### src/rtl/zero_stuff_interp.sv
// Zero-stuffing / zero-order-hold interpolator: one input sample becomes a burst
// of L output beats, with valid/ready flow control on both sides.
module zero_stuff_interp #(
  parameter int unsigned Win   = 16,
  parameter int unsigned L_MAX = 16,
  parameter int unsigned LW    = 5,
  parameter int unsigned CNT_W = 12
) (
  input  logic                  clk,
  input  logic                  rst,
  input  logic signed [Win-1:0] data_in,
  input  logic                  val_in,
  output logic                  rdy_in,
  input  logic [LW-1:0]         l_factor,
  input  logic                  mode,
  output logic signed [Win-1:0] data_out,
  output logic                  val_out,
  input  logic                  out_rdy,
  output logic [LW-1:0]         phase_out,
  output logic [CNT_W-1:0]      sample_count
);

  typedef enum logic {IDLE = 1'b0, EMIT = 1'b1} state_t;

  state_t                r_state;
  logic signed [Win-1:0] r_sample;
  logic                  r_mode;
  logic [LW-1:0]         r_l_lat;
  logic signed [Win-1:0] r_data;
  logic                  r_val;
  logic [LW-1:0]         r_phase;
  logic [CNT_W-1:0]      r_count;

  logic          w_last;
  logic          w_accept;
  logic [LW-1:0] w_l_clamp;

  assign w_last   = (r_phase == (r_l_lat - LW'(1)));
  assign rdy_in   = !rst && ((r_state == IDLE) || ((r_state == EMIT) && w_last && out_rdy));
  assign w_accept = val_in && rdy_in;

  // Factor 0 degenerates to pass-through; anything beyond L_MAX saturates.
  always_comb begin
    w_l_clamp = l_factor;
    if (l_factor == '0)
      w_l_clamp = LW'(1);
    else if (l_factor > LW'(L_MAX))
      w_l_clamp = LW'(L_MAX);
  end

  always_ff @(posedge clk) begin
    if (rst) begin
      r_state  <= IDLE;
      r_sample <= '0;
      r_mode   <= 1'b0;
      r_l_lat  <= LW'(1);
      r_data   <= '0;
      r_val    <= 1'b0;
      r_phase  <= '0;
      r_count  <= '0;
    end else if (w_accept) begin
      // Covers both idle start and back-to-back reload on the last beat.
      r_state  <= EMIT;
      r_sample <= data_in;
      r_mode   <= mode;
      r_l_lat  <= w_l_clamp;
      r_data   <= data_in;
      r_val    <= 1'b1;
      r_phase  <= '0;
      r_count  <= r_count + CNT_W'(1);
    end else if ((r_state == EMIT) && out_rdy) begin
      if (!w_last) begin
        r_phase <= r_phase + LW'(1);
        r_data  <= r_mode ? r_sample : '0;
      end else begin
        r_state <= IDLE;
        r_val   <= 1'b0;
        r_data  <= '0;
        r_phase <= '0;
      end
    end
  end

  assign data_out     = r_data;
  assign val_out      = r_val;
  assign phase_out    = r_phase;
  assign sample_count = r_count;

endmodule

### config.mk
export PLATFORM = sky130hd
export DESIGN_NAME = zero_stuff_interp
export DESIGN_NICKNAME = d
export VERILOG_FILES = /design/src/rtl/zero_stuff_interp.sv
export SDC_FILE = /design/constraint.sdc
export NUM_CORES = 1
export LEC_CHECK = 0
export ABC_AREA = 0
export BUFFER_PORTS_ARGS = -buffer_cell sky130_fd_sc_hd__buf_2
export CORE_ASPECT_RATIO = 0.7
export CORE_MARGIN = 10
export CORE_UTILIZATION = 45
export DETAILED_ROUTE_END_ITERATION = 12
export PLACE_DENSITY = 0.79
export SYNTH_ARGS = -nofsm -noshare
export SYNTH_HDL_FRONTEND = slang
export SYNTH_SLANG_ARGS = --single-unit
### constraint.sdc
create_clock -name clk -period 4.8 [get_ports clk]
set_input_delay 0.72 -clock clk [delete_from_list [all_inputs] [get_ports clk]]
set_output_delay 0.72 -clock clk [all_outputs]
set_load 0.1 [all_outputs]
==> results by group <==
Run status
  – Run status: finished, final reports clean

Cells and area
  – Ant. Diodes: 0
  – Layout area overhead: 14.0%
  – Layout cells sized above 1: 22.3%
  – Final nets: 400
  – Fin util: 53.7%

Routing
  – Wire per inst: 16.3 µm
  – Number of routed nets with antenna violations: 0
  – Pre-antenna DRT Iters: 4
  – Wire length on met2: 3070 µm
  – DRT Wirelength: 7300 µm
  – Via density: 5.80
  – Top layer used by detailed routing: met4
  – DRC viols: 0
  – Met1 wire length: 3500 µm
  – Via Count: 2591
  – WL met3: 645 µm
  – Iter 0 DRT Violations: 166

Global routing
  – First-pass GRT wire length: 12000 µm
  – Largest net degree at the start of global routing: 40
  – Vias in the first global route: 2415
  – GRT overflow: 0
  – GRT Resource Usage Total: 14.6%
  – Initial antenna violation count: 0

Placed design
  – Place WS: 1.61 ns
  – DP Wirelength: 5050 µm
  – Gpl congestion: 0.900
  – PortBufs: 60

Critical path
  – R2R depth: 7
  – Max incr delay on CP: 0.43 ns
  – Worst path cell trace: inv_1 > ha_1 > xor2_1 > o211a_4 > o211ai_2 > o21ai_0 > and2_1 > buf_2
  – Reg-to-reg endpoint: sample_count[11]$_SDFFE_PP0P_
  – Buf+Inv Stages, Crit Path: 2
  – Setup crit start kind: flip-flop
  – Flop2flop setup slack: 2.35 ns
  – CP max-delay cell: buf_2
  – Cell family with most CP delay: compound AO/OA/AOI/OAI gates
  – Critical R2R Launch: r_l_lat[0]$_SDFFE_PP1P_
  – Worst EP required: 4.08 ns
  – CP Max Fanout: 21
  – Worst Setup End Kind: output port
  – CP arrival: 2.86 ns
  – Kind of critical path: reg -> out

Min path
  – Hold worst-path end: r_sample[15]$_SDFFE_PP0P_
  – Min-Delay Path Class: reg -> reg
  – Hold depth: 2
  – Hold Crit Start: r_sample[15]$_SDFFE_PP0P_

Power and ir drop
  – Worst vdd ir: 0.177 mV
  – Pwr dens: 345 nW/µm²
  – Power, Total: 1080 µW
  – Leakage power: 0.00129 µW

Clock tree
  – H-Tree Level Count: 2
  – Clk buf depth: 2
  – Hold bufs inserted after CTS: 0
  – Sink Count: 56
  – Post-cts resize count: 0
  – CTS tree: built
  – Clock root cell: clkbuf_8
  – TritonCTS Buffers: 5
  – Clock latency on the worst-skew pair: 0.31 ns
  – CTS clock-pin slew for the worst setup and hold paths: 0.10 ns
  – Setup bufs post-CTS: 0

Synth
  – Synth top area share: 40.7%
  – Synth top area cells: dfxtp_1 (41%), nand4_1 (8.4%), nand2_1 (6.1%)
  – Avg Inst Size Synth: 8.40 µm²
  – Number of synthesized flops with an enable pin: 0
  – Cell Area, Synth: 2750 µm²
  – Yosys warnings: 0
  – Syn_nets: 357
  – Synth Instances: 328
  – Top FF cell, synth: dfxtp_1
  – Post-synthesis sequential area ratio: 40.7%
  – Asr flop ratio synth: 0%
  – Flops & latches, synth: 56
  – Leading area contributor after synthesis: dfxtp_1
  – Post-synth cell types: 47

Timing
  – Fin. Hold Viols: 0
  – TNS Setup: 0 ns
  – Hold slack: 0.466 ns
  – Final setup margin: 1.22 ns
  – Final Max Slew Viols: 0
  – Fmax: 279 MHz
  – RSZ-0062 raised after global routing: false
  – Minimum clock period: 3.58 ns
  – Worst Clk Skew: 0.0109 ns
  – Setup violators final: 0
  – Least-Margin Pin Slew: 0.939 ns
  – Relative slew slack: 37.2%
  – Final period util: 74.7%

Die
  – Core area: 5840 µm²
  – Die X: 114 µm
  – Starting Density: 47.1%
  – Die Height: 85.5 µm
  – Die area: 9700 µm²
  – Num rows: 23
  – I/O pins: 61

Job
  – Max-Cap Viols: 0
-- layout make-up --
| cell class | instances | area, µm² |
|---|---|---|
| fill | 561 | 2700 |
| multi-input combinational | 239 | 1480 |
| sequential | 56 | 1120 |
| timing repair buffer | 63 | 323 |
| tap | 75 | 93.8 |
| clock buffer | 6 | 82.6 |
| inverter | 6 | 22.5 |
| clock inverter | 2 | 13.8 |
-- placed cells by master, fill, tap and decap left out, drive strengths merged, types with 2 or more instances in the layout --
cell type,n
o21ai,33
inv,7
and2,3
a22oi,12
o211ai,6
nand2,45
nand3,9
ha,3
and4,2
o2111ai,2
nand4,37
dfxtp,56
nor4,2
mux2,7
nor2,16
nor2b,7
a21oi,5
nor3,5
xor2,7
o311ai,3
buf,63
clkbuf,6
a31oi,14
nand2b,6
nand3b,2
xnor2,3
-- per-stage QoR --
step	cells	cell area [µm²]
6_report	447	3140
3_3_place_gp	439	3040
5_1_grt	447	3140
4_1_cts	447	3140
3_5_place_dp	439	3040
2_1_floorplan	328	2750
-- state kept, by name (all words and copies together) (netlist names) --
signal	cells
r_l_lat	5
data_out	16
r_sample	16
phase_out	5
val_out	1
r_mode	1
sample_count	12
-- synthesized netlist by cell type, types with 3 or more instances --
cell and number:
a21oi_1 5, a22oi_1 12, a31oi_1 14, and2_1 3
buf_2 3, clkbuf_1 18, dfxtp_1 56, ha_1 3
inv_1 6, mux2_1 5, nand2_1 45, nand2b_1 6
nand3_1 9, nand4_1 37, nor2_1 16, nor2b_1 7
nor3_1 3, o211ai_1 4, o21ai_0 28, o21ai_1 4
xor2_1 7
-- worst max path at each step --
stage,cells past startpoint,slack (ns),from,end
after global routing,8,1.03,r_l_lat[0]$_SDFFE_PP1P_,rdy_in
after CTS,8,1.25,r_l_lat[0]$_SDFFE_PP1P_,rdy_in
final,8,1.22,r_l_lat[0]$_SDFFE_PP1P_,rdy_in
after floorplan,7,1.32,phase_out[2]$_SDFFE_PP0P_,rdy_in
after detailed placement,8,1.61,r_l_lat[0]$_SDFFE_PP1P_,rdy_in
after global placement,4,1.63,rst,rdy_in
-- worst register-to-register path, stage by stage, from the launching register on --
cell and delay [ns]:
dfxtp_1 0.42, inv_1 0.07, ha_1 0.31, xor2_1 0.17
o211a_4 0.21, o211ai_2 0.40, o21ai_0 0.42, mux2_2 0.37
-- report_power, final --
| group | internal [µW] | switching (µW) | total, µW |
|---|---|---|---|
| clock | 118 | 157 | 276 |
| sequential | 497 | 25.4 | 522 |
| combinational | 62.2 | 222 | 284 |
| total | 678 | 405 | 1080 |
-- per-layer routing --
layer	track usage [%]	vias up
li1	-	1290
met1	20.0	1206
met2	20.7	84
met3	5.20	11
met4	4.37	0
met5	0	-
-- cells by family (layout without fill, tap and decap cells) --
family	Yosys count	in the layout	synth area share, %
AND/OR/NAND/NOR	137	137	25.9
AO/OA/AOI/OAI	82	82	20.3
multiplexers	7	7	2.86
XOR/XNOR	10	10	3.45
adder cells (fa/ha/maj)	3	3	1.36
buffers and inverters	33	77	5.45
flip-flops	56	56	40.7
Power figures use the tool's default switching activity.
